## config.mk

```make
export PLATFORM = sky130hd
export DESIGN_NAME = count_reg
export DESIGN_NICKNAME = d
export VERILOG_FILES = /design/src/rtl/count_pkg.sv /design/src/rtl/count_prescaler.sv /design/src/rtl/count_reg.sv
export SDC_FILE = /design/constraint.sdc
export NUM_CORES = 1
export LEC_CHECK = 0
export BUFFER_PORTS_ARGS = -buffer_cell sky130_fd_sc_hd__buf_2
export CAP_MARGIN = 20
export CORE_MARGIN = 2
export CORE_UTILIZATION = 25
export CTS_CLUSTER_DIAMETER = 30
export CTS_CLUSTER_SIZE = 16
export DETAILED_ROUTE_END_ITERATION = 10
export GPL_TIMING_DRIVEN = 0
export REMOVE_ABC_BUFFERS = 1
export SLEW_MARGIN = 20
export SYNTH_ARGS = -nofsm -noshare
export SYNTH_HDL_FRONTEND = slang
export SYNTH_SLANG_ARGS = --single-unit
```

## constraint.sdc

```tcl
create_clock -name clk -period 5.7 [get_ports clk]
set_input_delay 0.285 -clock clk [delete_from_list [all_inputs] [get_ports clk]]
set_output_delay 0.285 -clock clk [all_outputs]
set_load 0.1 [all_outputs]
```

## src/rtl/count_pkg.sv

```systemverilog
// ============================================================================
// count_pkg : shared state encoding and width constants for the count stage
// Revision  : 1.0
// ============================================================================
`default_nettype none

package count_pkg;

    localparam int COUNT_WIDTH_DEF = 16;
    localparam int PRESCALE_W      = 8;

    typedef enum logic [1:0] {
        IDLE = 2'd0,
        RUN  = 2'd1,
        DONE = 2'd2
    } count_state_e;

endpackage

`default_nettype wire

```

## src/rtl/count_prescaler.sv

```systemverilog
// ============================================================================
// count_prescaler : 8-bit enable divider with clear, strobes tick every
//                   prescale+1 enabled cycles
// Revision        : 1.0
// ============================================================================
`default_nettype none

module count_prescaler
    import count_pkg::*;
(
    input  logic                  clk,
    input  logic                  rst_n,
    input  logic                  clr,
    input  logic                  en,
    input  logic [PRESCALE_W-1:0] prescale,
    output logic                  tick
);

    logic [PRESCALE_W-1:0] r_cnt;

    assign tick = en && !clr && (r_cnt == prescale);

    always_ff @(posedge clk or negedge rst_n) begin
        if (!rst_n) begin
            r_cnt <= '0;
        end else if (clr || tick) begin
            r_cnt <= '0;
        end else if (en) begin
            r_cnt <= r_cnt + PRESCALE_W'(1);
        end
    end

endmodule

`default_nettype wire

```

## src/rtl/count_reg.sv

```systemverilog
// ============================================================================
// count_reg : registered programmable count stage (IDLE/RUN/DONE) with load,
//             preset, terminal-count pulse and sticky interrupt.
//             Optional prescaler: define COUNT_REG_PRESCALE_EN.
// Revision  : 1.0
// ============================================================================
`default_nettype none

module count_reg
    import count_pkg::*;
#(
    parameter int WIDTH = COUNT_WIDTH_DEF
) (
    input  logic                  clk,
    input  logic                  rst_n,
    input  logic                  start,
    input  logic                  stop,
    input  logic                  oneshot,
    input  logic                  cnt_en,
    input  logic                  load,
    input  logic [WIDTH-1:0]      load_val,
    input  logic                  preset,
    input  logic [WIDTH-1:0]      period,
    input  logic                  irq_ack,
`ifdef COUNT_REG_PRESCALE_EN
    input  logic [PRESCALE_W-1:0] prescale,
`endif
    output logic [WIDTH-1:0]      count,
    output logic                  tc,
    output logic                  irq,
    output logic                  busy
);

    count_state_e     r_state;
    logic [WIDTH-1:0] r_count;
    logic             r_tc;
    logic             r_irq;
    logic             r_busy;

    count_state_e     w_state_nxt;
    logic [WIDTH-1:0] w_count_nxt;
    logic             w_adv;
    logic             w_hit;
    logic             w_pre_tick;

`ifdef COUNT_REG_PRESCALE_EN
    logic w_pre_clr;
    logic w_pre_en;

    assign w_pre_clr = start | stop | load | preset;
    assign w_pre_en  = (r_state == RUN) && cnt_en;

    count_prescaler u_prescaler (
        .clk      (clk),
        .rst_n    (rst_n),
        .clr      (w_pre_clr),
        .en       (w_pre_en),
        .prescale (prescale),
        .tick     (w_pre_tick)
    );
`else
    assign w_pre_tick = 1'b1;
`endif

    // stop freezes the count, so it also blocks any advance or terminal hit
    assign w_adv = (r_state == RUN) && cnt_en && w_pre_tick && !stop;
    assign w_hit = w_adv && !preset && !load && (r_count == period);

    always_comb begin
        w_state_nxt = r_state;
        if (stop) begin
            w_state_nxt = IDLE;
        end else if (start && (r_state != RUN)) begin
            w_state_nxt = RUN;
        end else if (w_hit && oneshot) begin
            w_state_nxt = DONE;
        end
    end

    always_comb begin
        w_count_nxt = r_count;
        if (preset) begin
            w_count_nxt = '1;
        end else if (load) begin
            w_count_nxt = load_val;
        end else if (start && !stop && (r_state == DONE)) begin
            w_count_nxt = '0;
        end else if (w_adv) begin
            if (r_count != period) begin
                w_count_nxt = r_count + WIDTH'(1);
            end else if (!oneshot) begin
                w_count_nxt = '0;
            end
        end
    end

    always_ff @(posedge clk or negedge rst_n) begin
        if (!rst_n) begin
            r_state <= IDLE;
            r_count <= '0;
            r_tc    <= 1'b0;
            r_irq   <= 1'b0;
            r_busy  <= 1'b0;
        end else begin
            r_state <= w_state_nxt;
            r_count <= w_count_nxt;
            r_tc    <= w_hit;
            r_irq   <= w_hit | (r_irq & ~irq_ack);
            r_busy  <= (w_state_nxt == RUN);
        end
    end

    assign count = r_count;
    assign tc    = r_tc;
    assign irq   = r_irq;
    assign busy  = r_busy;

endmodule

`default_nettype wire

```

* After elaboration in Yosys (flattened, before gate mapping) *
Cells that the tools add are included.

cells by class
  add/subtract/negate cells = 1
  equality and inequality tests = 7
  muxes and demuxes = 9
  bitwise operators = 3
  reductions and logical operators = 14

operators with widths
  operator                 count
  $mux W16                 6
  $add A16 B1 Y16 const B  1
  $eq A16 B16 Y1           1
  $ne A16 B16 Y1           1
  $logic_and A1 B1 Y1      9
  $mux W2                  3
  $ne A5 B1 Y1 const B     1
  $eq A2 B1 Y1 const B     2
  $reduce_bool A4 Y1       1
  $logic_not A1 Y1         3
  $eq A2 B2 Y1 const B     1
  $ne A2 B1 Y1 const B     1
  $reduce_and A2 Y1        1
  $and A1 B1 Y1            1
  $not A1 Y1               1
  $or A1 B1 Y1             1

storage, ports and cells
  register bits after elaboration = 21
  bits of input ports = 41
  output and inout bits = 19
  logic and storage cells = 39

* Logic depth before layout (Yosys ltp) *
Gate-level depths: netlist of the first run.

  word-level depth = 11
  gate-level depth with buffers = 9
  gate-level depth less buffers = 6

* Worst setup path after synthesis of the first run *
No wires, ideal clock.

  path kind = register to register
  start = register r_count[0], in the netlist count[0]
  end = register r_count[14], in the netlist count[14]
  setup time = 0.067 ns
  data arrival time = 2.658 ns
  required time = 5.633 ns
  path slack = 2.974 ns
  stages on the path, launching flop included = 7
  path buffers = 0
  clock period less this slack = 2.726 ns
  cell sequence = dfrtp_1 -> ha_1 -> nand4_1 -> or3_4 -> or4_4 -> a211oi_2 -> a211o_1

between the ends
  cells in the longest elaborated chain, start to end = 6
  elaborated cells between the ends (all ways) = 9
  those cells by class = add/sub: 1; eq/ne: 2; mux: 5; reduce/logical: 1

RTL lines
  item                                               line                              RTL
  start, declared                                    count_reg.sv:35                   logic [WIDTH-1:0] r_count;
  start signal, assigned                             count_reg.sv:106                  r_count <= w_count_nxt;
  $add A16 B1 Y16 or $ne A16 B16 Y1 (tied branches)  count_reg.sv:90, count_reg.sv:89
  $mux W16                                           count_reg.sv:89                   if (r_count != period) begin
  $mux W16                                           count_reg.sv:88                   end else if (w_adv) begin
  $mux W16                                           count_reg.sv:86                   end else if (start && !stop && (r_state == DONE)) begin
  $mux W16                                           count_reg.sv:84                   end else if (load) begin
  $mux W16                                           count_reg.sv:82                   if (preset) begin

Several ways; a longest one is shown, not always the timed one. The select of a mux whose other input is x is not followed.
A chain may end at the register's enable or synchronous reset.

* Worst setup path in the final report of the first run *
  start = register r_count[5], in the netlist count[5]
  end = register r_count[1], in the netlist count[1]

between the ends
  cells in the longest elaborated chain, start to end = 6
  elaborated cells between the ends (all ways) = 8
  those cells by class = eq/ne: 2; mux: 5; reduce/logical: 1

RTL lines
  item                line
  $ne A16 B16 Y1 (*)  count_reg.sv:89
  $mux W16            count_reg.sv:89
  $mux W16            count_reg.sv:88
  $mux W16            count_reg.sv:86
  $mux W16            count_reg.sv:84
  $mux W16            count_reg.sv:82

Every way passes the cells marked *; elsewhere a longest branch is shown, timed or not. The select of a mux whose other input is x is not followed.

==> results of run 1 <==
## routing by layer
layer / global-route usage (%) / wire length, um / vias up
li1: - / - / 913
met1: 22.36 / 2706 / 866
met2: 22.69 / 2566 / 78
met3: 2.678 / 460 / 4
met4: 2.714 / 40 / 0
met5: 0 / 0 / -
## power breakdown
group          internal, W  total [W]  switching [W]
Clock            0.0000489   0.000105      0.0000559
Combinational    0.0000601   0.000204       0.000144
Sequential        0.000159   0.000180      0.0000214
## synth_stat cells, drive strengths merged, types with 3 or more instances
master  count
a211o       6
a21o        6
a21oi      16
a31oi       5
and3        9
buf        13
clkbuf      5
dfrtp      21
inv         9
nand2      10
nand2b      3
nand3      11
nand4      10
nor2        3
nor4       10
o211ai      4
o21ai       9
o31ai       3
or3         4
or4         4
xor2       16
## stage by stage
stage               cells  power [W]  util [%]
floorplan             193  0.0003281         -
finish                356  0.0004893     30.45
global route          356  0.0005199     30.45
global placement      351  0.0003843     29.66
CTS                   356  0.0004915     30.45
detailed placement    351  0.0003868     29.66
## timing repair
action,CTS,global route
resized for setup,0,0
hold endpoints to repair,12,0
hold buffers,1,0
## worst max-delay path, cell delays in order (launching register included)
cell and delay [ps]:
dfrtp_1 500, xor2_1 230, nor4_1 510, and4_1 870
a21oi_2 290, mux2_2 350
## cells by family (layout without fill, tap and decap cells)
group	count (synthesis)	count (layout)
flip-flops	21	21
AND/OR/NAND/NOR	75	75
multiplexers	2	2
buffers and inverters	27	73
AO/OA/AOI/OAI	69	69
adder cells (fa/ha/maj)	1	1
XOR/XNOR	16	16
## area by class of cell
cell class,count,area [sq um],share of cell area [%]
multi-input cells,163,1139,52.39
flip-flops and latches,21,525.5,24.18
repair buffers,60,305.3,14.05
well taps,99,123.9,5.700
clock buffers,3,41.29,1.900
inverters,9,33.78,1.554
clock inverters,1,5.005,0.2303
## layout by cell type, fill, tap and decap left out, types with 4 or more instances in the layout
cell type  count
buf_2         59
dfrtp_1       21
xor2_1        16
a21oi_1       15
nor4_1        10
nand2_1       10
nand3_1       10
inv_1          9
nand4_1        9
o21ai_0        9
and3_1         8
a21o_1         6
a211o_1        6
a31oi_1        5
o211ai_1       4
## worst max path at each step
| stage | from | endpoint | slack [ps] | depth (start not counted) |
|---|---|---|---|---|
| finish | count[5] | count[1] | 2840 | 5 |
| global route | count[5] | count[1] | 2680 | 5 |
| CTS | count[5] | count[1] | 2850 | 5 |
| detailed placement | count[5] | count[1] | 2880 | 5 |
| global placement | count[5] | count[1] | 2870 | 5 |
| floorplan | count[0] | count[14] | 2960 | 6 |
==> summary.txt, run 1 <==
Synth
  • Sequential share of the synthesized area: 28.89%
  • Yosys warnings: 0
  • Simple-Gate Fraction of Synth Area: 25.93%
  • Post-synth EDFFs: 0
  • Async SR Flop Fraction: 100.0%
  • Compound-Gate Fraction of Synth Area: 27.10%
  • Yosys top cell area share: 28.89%
  • Post-synthesis mux area share: 1.169%
  • Yosys cell types: 58
  • Synth Area in XOR/XNOR: 7.703%
  • Main synth FF type: dfrtp_1
  • Syn Inst Count: 211
  • Synth area leaders: dfrtp_1, xor2_1, a21oi_1
  • #FFs+latches synth: 21
  • Adder-cell area share of the yosys netlist: 0.6878%
  • Largest area contributor in the synthesized netlist: dfrtp_1
  • Largest family of logic cells by synthesized area: compound AO/OA/AOI/OAI gates
  • Synthesized area: 0.001819 sq mm
  • Syn Area/Cell: 8.622 sq um

Floorplanning
  • Total core area: 0.007137 sq mm
  • Die Height: 89.31 um
  • Num rows: 31
  • Die footprint: 0.007975 sq mm
  • I/O pins: 60
  • Initial Util: 25.49%
  • Chip width: 89.31 um

Global route
  • Initial antenna violation count: 0
  • Largest net degree at the start of global routing: 24
  • GRT Total Usage: 14.95%
  • Vias in the first global route: 1831
  • Global-route wire length before repair: 9377 um
  • GR Overflow Total: 0

Route
  • Vias: 1861
  • Drt initial violations: 101
  • Avg Vias per Cell: 5.228
  • Total length of routed wires: 5774 um
  • Post-DRT Antenna Nets: 0
  • Wirelength per Cell: 16.22 um
  • First-pass DRT Iterations: 4
  • Remaining DRCs: 0

Timing
  • Final period util: 50.26%
  • WHS: 234.0 ps
  • Clk_skew: 6.895 ps
  • Final hold vios: 0
  • Fin crit period: 2865 ps
  • Achievable frequency: 349.0 MHz
  • Final setup viols: 0
  • RSZ-0062 raised after global routing: false
  • Slew Limit Fails: 0
  • Slew @ Worst Pin: 950.8 ps
  • Fin Setup TNS: 0 ps
  • Final Worst Setup Slack: 2835 ps
  • Slew HR: 36.48%

Worst hold path
  • Hold path depth: 2
  • Worst hold start: oneshot
  • Hold Crit Class: input pin to register
  • Hold EP: busy

Clock tree
  • Root buf cell: clkbuf_8
  • CTS sink cnt: 21
  • CTS tree: done
  • CTS Buf Count: 3
  • Clock tree buffer depth: 2
  • CTS H-tree depth: 1
  • Clk Latency, worst-skew pair: 270 ps
  • Clock transition at path regs: 90 ps
  • Setup Fix Bufs, Post-CTS: 0

Worst setup path
  • R2R Path End: count[1]
  • Reg-to-reg slack, setup: 2840 ps
  • Worst path arrival time: 3020 ps
  • Crit-path max FO: 23
  • Critical Path Sink Type: register
  • CP Class: register to register
  • Setup crit start kind: register
  • Critical R2R Launch: count[5]
  • Worst-case reg-to-reg path depth: 5
  • Worst path required time: 5860 ps

Power and ir drop
  • Leak pwr: 0.9418 nW
  • PwrDens: 225.2 mW/mm^2
  • Worst vdd ir: 0.00009098 V

Outcome
  • Run status: complete, no violations

Placement
  • DP HPWL: 4273 um
  • Worst slack, placed: 2877 ps
  • Placed cell areas: 0.002117 sq mm
  • Placer congestion estimate: 0.8835
  • PortBufs: 59

Finish
  • Final instance area: 0.002173 sq mm
  • Nets: 300
  • Ant diodes: 0
  • Fill cell count: 798
  • Layout cells sized above 1: 29.18%
  • Largest register FFs: 16
  • Area grow syn2layout: 19.46%

Flow run
  • Max-Cap Viols: 0
No activity file was read; power rests on OpenSTA's default activity.
==> inputs of run 2 (changes only) <==
==> constraint.sdc (replaced) <==
create_clock -name clk -period 2.5 [get_ports clk]
set_input_delay 0.125 -clock clk [delete_from_list [all_inputs] [get_ports clk]]
set_output_delay 0.125 -clock clk [all_outputs]
set_load 0.1 [all_outputs]
==> run 2 against run 1 <==
Against the previous run: sequential share of layout area down 0.17 points; worst setup slack got worse by 2600 ps; critical path depth stayed put; flip-flop and latch count unchanged; sequential power increased by 130%; via count rose by 0.27%; die area stayed put; combinational power up 130%; first-iteration DRC count is 6.9% higher; critical endpoint unchanged.
==> summary.txt, run 2 (synthesized netlist as in run 1, its figures left out) <==
Route
  • Post-DRT Antenna Nets: 0
  • Total length of routed wires: 5805 um
  • Remaining DRCs: 0
  • Avg Vias per Cell: 5.242
  • Vias: 1866
  • First-pass DRT Iterations: 4
  • Drt initial violations: 108
  • Wirelength per Cell: 16.31 um

Worst setup path
  • Worst path required time: 2650 ps
  • Critical R2R Launch: count[5]
  • CP Class: register to register
  • Critical Path Sink Type: register
  • Reg-to-reg slack, setup: 190 ps
  • R2R Path End: count[1]
  • Worst path arrival time: 2460 ps
  • CP Launch Point: count[5]
  • Slowest stage delay, CP: 500 ps
  • Crit-path max FO: 23
  • Critical path endpoint: count[1]
  • Setup crit start kind: register
  • Worst-case reg-to-reg path depth: 5
  • Sequence of cells on the critical path: xor2_1 > nor4_2 > and4_4 > a21oi_2 > mux2_2
  • Slowest-stage cell, CP: dfrtp_1

Power and ir drop
  • Switching Fraction: 45.31%
  • Sw Pwr: 0.0005066 W
  • Int Power: 0.0006114 W
  • Seq pwr share: 36.7%
  • Comb power frac: 42.1%
  • Clock power frac: 21.2%
  • Leak pwr: 0.9434 nW
  • Total Power: 0.001118 W
  • Worst vdd ir: 0.0002056 V
  • PwrDens: 510.9 mW/mm^2

Clock tree
  • Setup Fix Bufs, Post-CTS: 0
  • CTS sink cnt: 21
  • CTS H-tree depth: 1
  • Root buf cell: clkbuf_8
  • CTS Buf Count: 3
  • Clock tree buffer depth: 2
  • Clock transition at path regs: 90 ps
  • Clk Latency, worst-skew pair: 270 ps
  • CTS tree: done

Finish
  • Largest register FFs: 16
  • Area grow syn2layout: 20.29%
  • Commonest non-fill, non-tap cells in the layout: buf_2, dfrtp_1, xor2_1, a21oi_1
  • Ant diodes: 0
  • Commonest non-fill, non-tap cell in the layout: buf_2
  • Layout cells sized above 1: 30.35%
  • Nets: 300

Placement
  • PortBufs: 59
  • DP HPWL: 4273 um
  • Placer congestion estimate: 0.8835

Floorplanning
  • I/O pins: 60
  • Num rows: 31
  • Initial Util: 25.49%
  • Die Height: 89.31 um
  • Die footprint: 0.007975 sq mm
  • Total core area: 0.007137 sq mm
  • Chip width: 89.31 um

Timing
  • Final setup viols: 0
  • Achievable frequency: 433.4 MHz
  • Slew Limit Fails: 0
  • Fin Setup TNS: 0 ps
  • Clk_skew: 8.465 ps
  • Fin crit period: 2307 ps
  • Final period util: 92.29%
  • Slew HR: 36.41%
  • Final hold vios: 0
  • Slew @ Worst Pin: 951.8 ps
  • RSZ-0062 raised after global routing: false

Global route
  • Global-route wire length before repair: 9439 um
  • Largest net degree at the start of global routing: 24
  • GR Overflow Total: 0
  • Vias in the first global route: 1837
  • Initial antenna violation count: 0
  • GRT Total Usage: 15.03%

Outcome
  • Run status: complete, no violations

Worst hold path
  • Hold Crit Class: input pin to register

Flow run
  • Max-Cap Viols: 0
-- run 2: layout make-up --
type                            instances  area (sq um)
Clock buffer                            3         41.29
Clock inverter                          1         5.005
Fill cell                             800          4949
Inverter                                9         33.78
Multi-Input combinational cell        163          1154
Sequential cell                        21         525.5
Tap cell                               99         123.9
Timing Repair Buffer                   60         305.3
-- run 2: per-layer routing --
layer	vias to the layer above	wire, um	track usage, %	part of all wire, %
li1	913	-	-	-
met2	74	2602	22.90	45
met4	0	50	2.714	0.86
met1	873	2721	22.42	47
met3	6	430	2.678	7.4
met5	-	0	0	0
-- run 2: power groups by stage --
stage          Combinational, W  Clock (W)  Sequential [W]
6_report               0.000471   0.000237        0.000411
5_1_grt                0.000509   0.000263        0.000419
4_1_cts                0.000467   0.000242        0.000412
3_5_place_dp           0.000464          0        0.000418
3_3_place_gp           0.000459          0        0.000418
2_1_floorplan          0.000186          0        0.000562
-- run 2: per-stage QoR --
step	util (%)	hold WS (ps)	cells	instance area, sq um	setup slack [ps]
5_1_grt	30.66	83.42	356	2188	75.74
3_5_place_dp	29.66	130.9	351	2117	-323.3
4_1_cts	30.49	78.83	356	2176	88.11
6_report	30.66	74.62	356	2188	192.8
2_1_floorplan	-	-170.6	193	1698	-236.0
3_3_place_gp	29.66	132.6	351	2117	-325.3
-- run 2: worst min path at each step --
| stage | from | to | slack (ps) | cells after the start |
|---|---|---|---|---|
| floorplan | rst_n | busy | -170 | 0 |
| detailed placement | rst_n | count[12] | 130 | 1 |
| CTS | oneshot | busy | 80 | 2 |
| finish | oneshot | busy | 70 | 2 |
| global placement | rst_n | count[12] | 130 | 1 |
| global route | oneshot | busy | 80 | 2 |
-- run 2: repair_timing --
action / 4_1_cts / 5_1_grt
pin swaps: 0 / 0
endpoints found under the setup margin: 18 / 3
gates cloned: 0 / 0
endpoints found under the hold margin: 21 / 0
hold buffers: 1 / 0
gates resized for setup: 2 / 2
-- run 2: worst max-delay path: cells and delay by family (launching register included) --
kind / cells / cell delay, ps
XOR/XNOR: 1 / 240
AND/OR/NAND/NOR: 2 / 940
flip-flops: 1 / 500
AO/OA/AOI/OAI: 1 / 200
multiplexers: 1 / 310
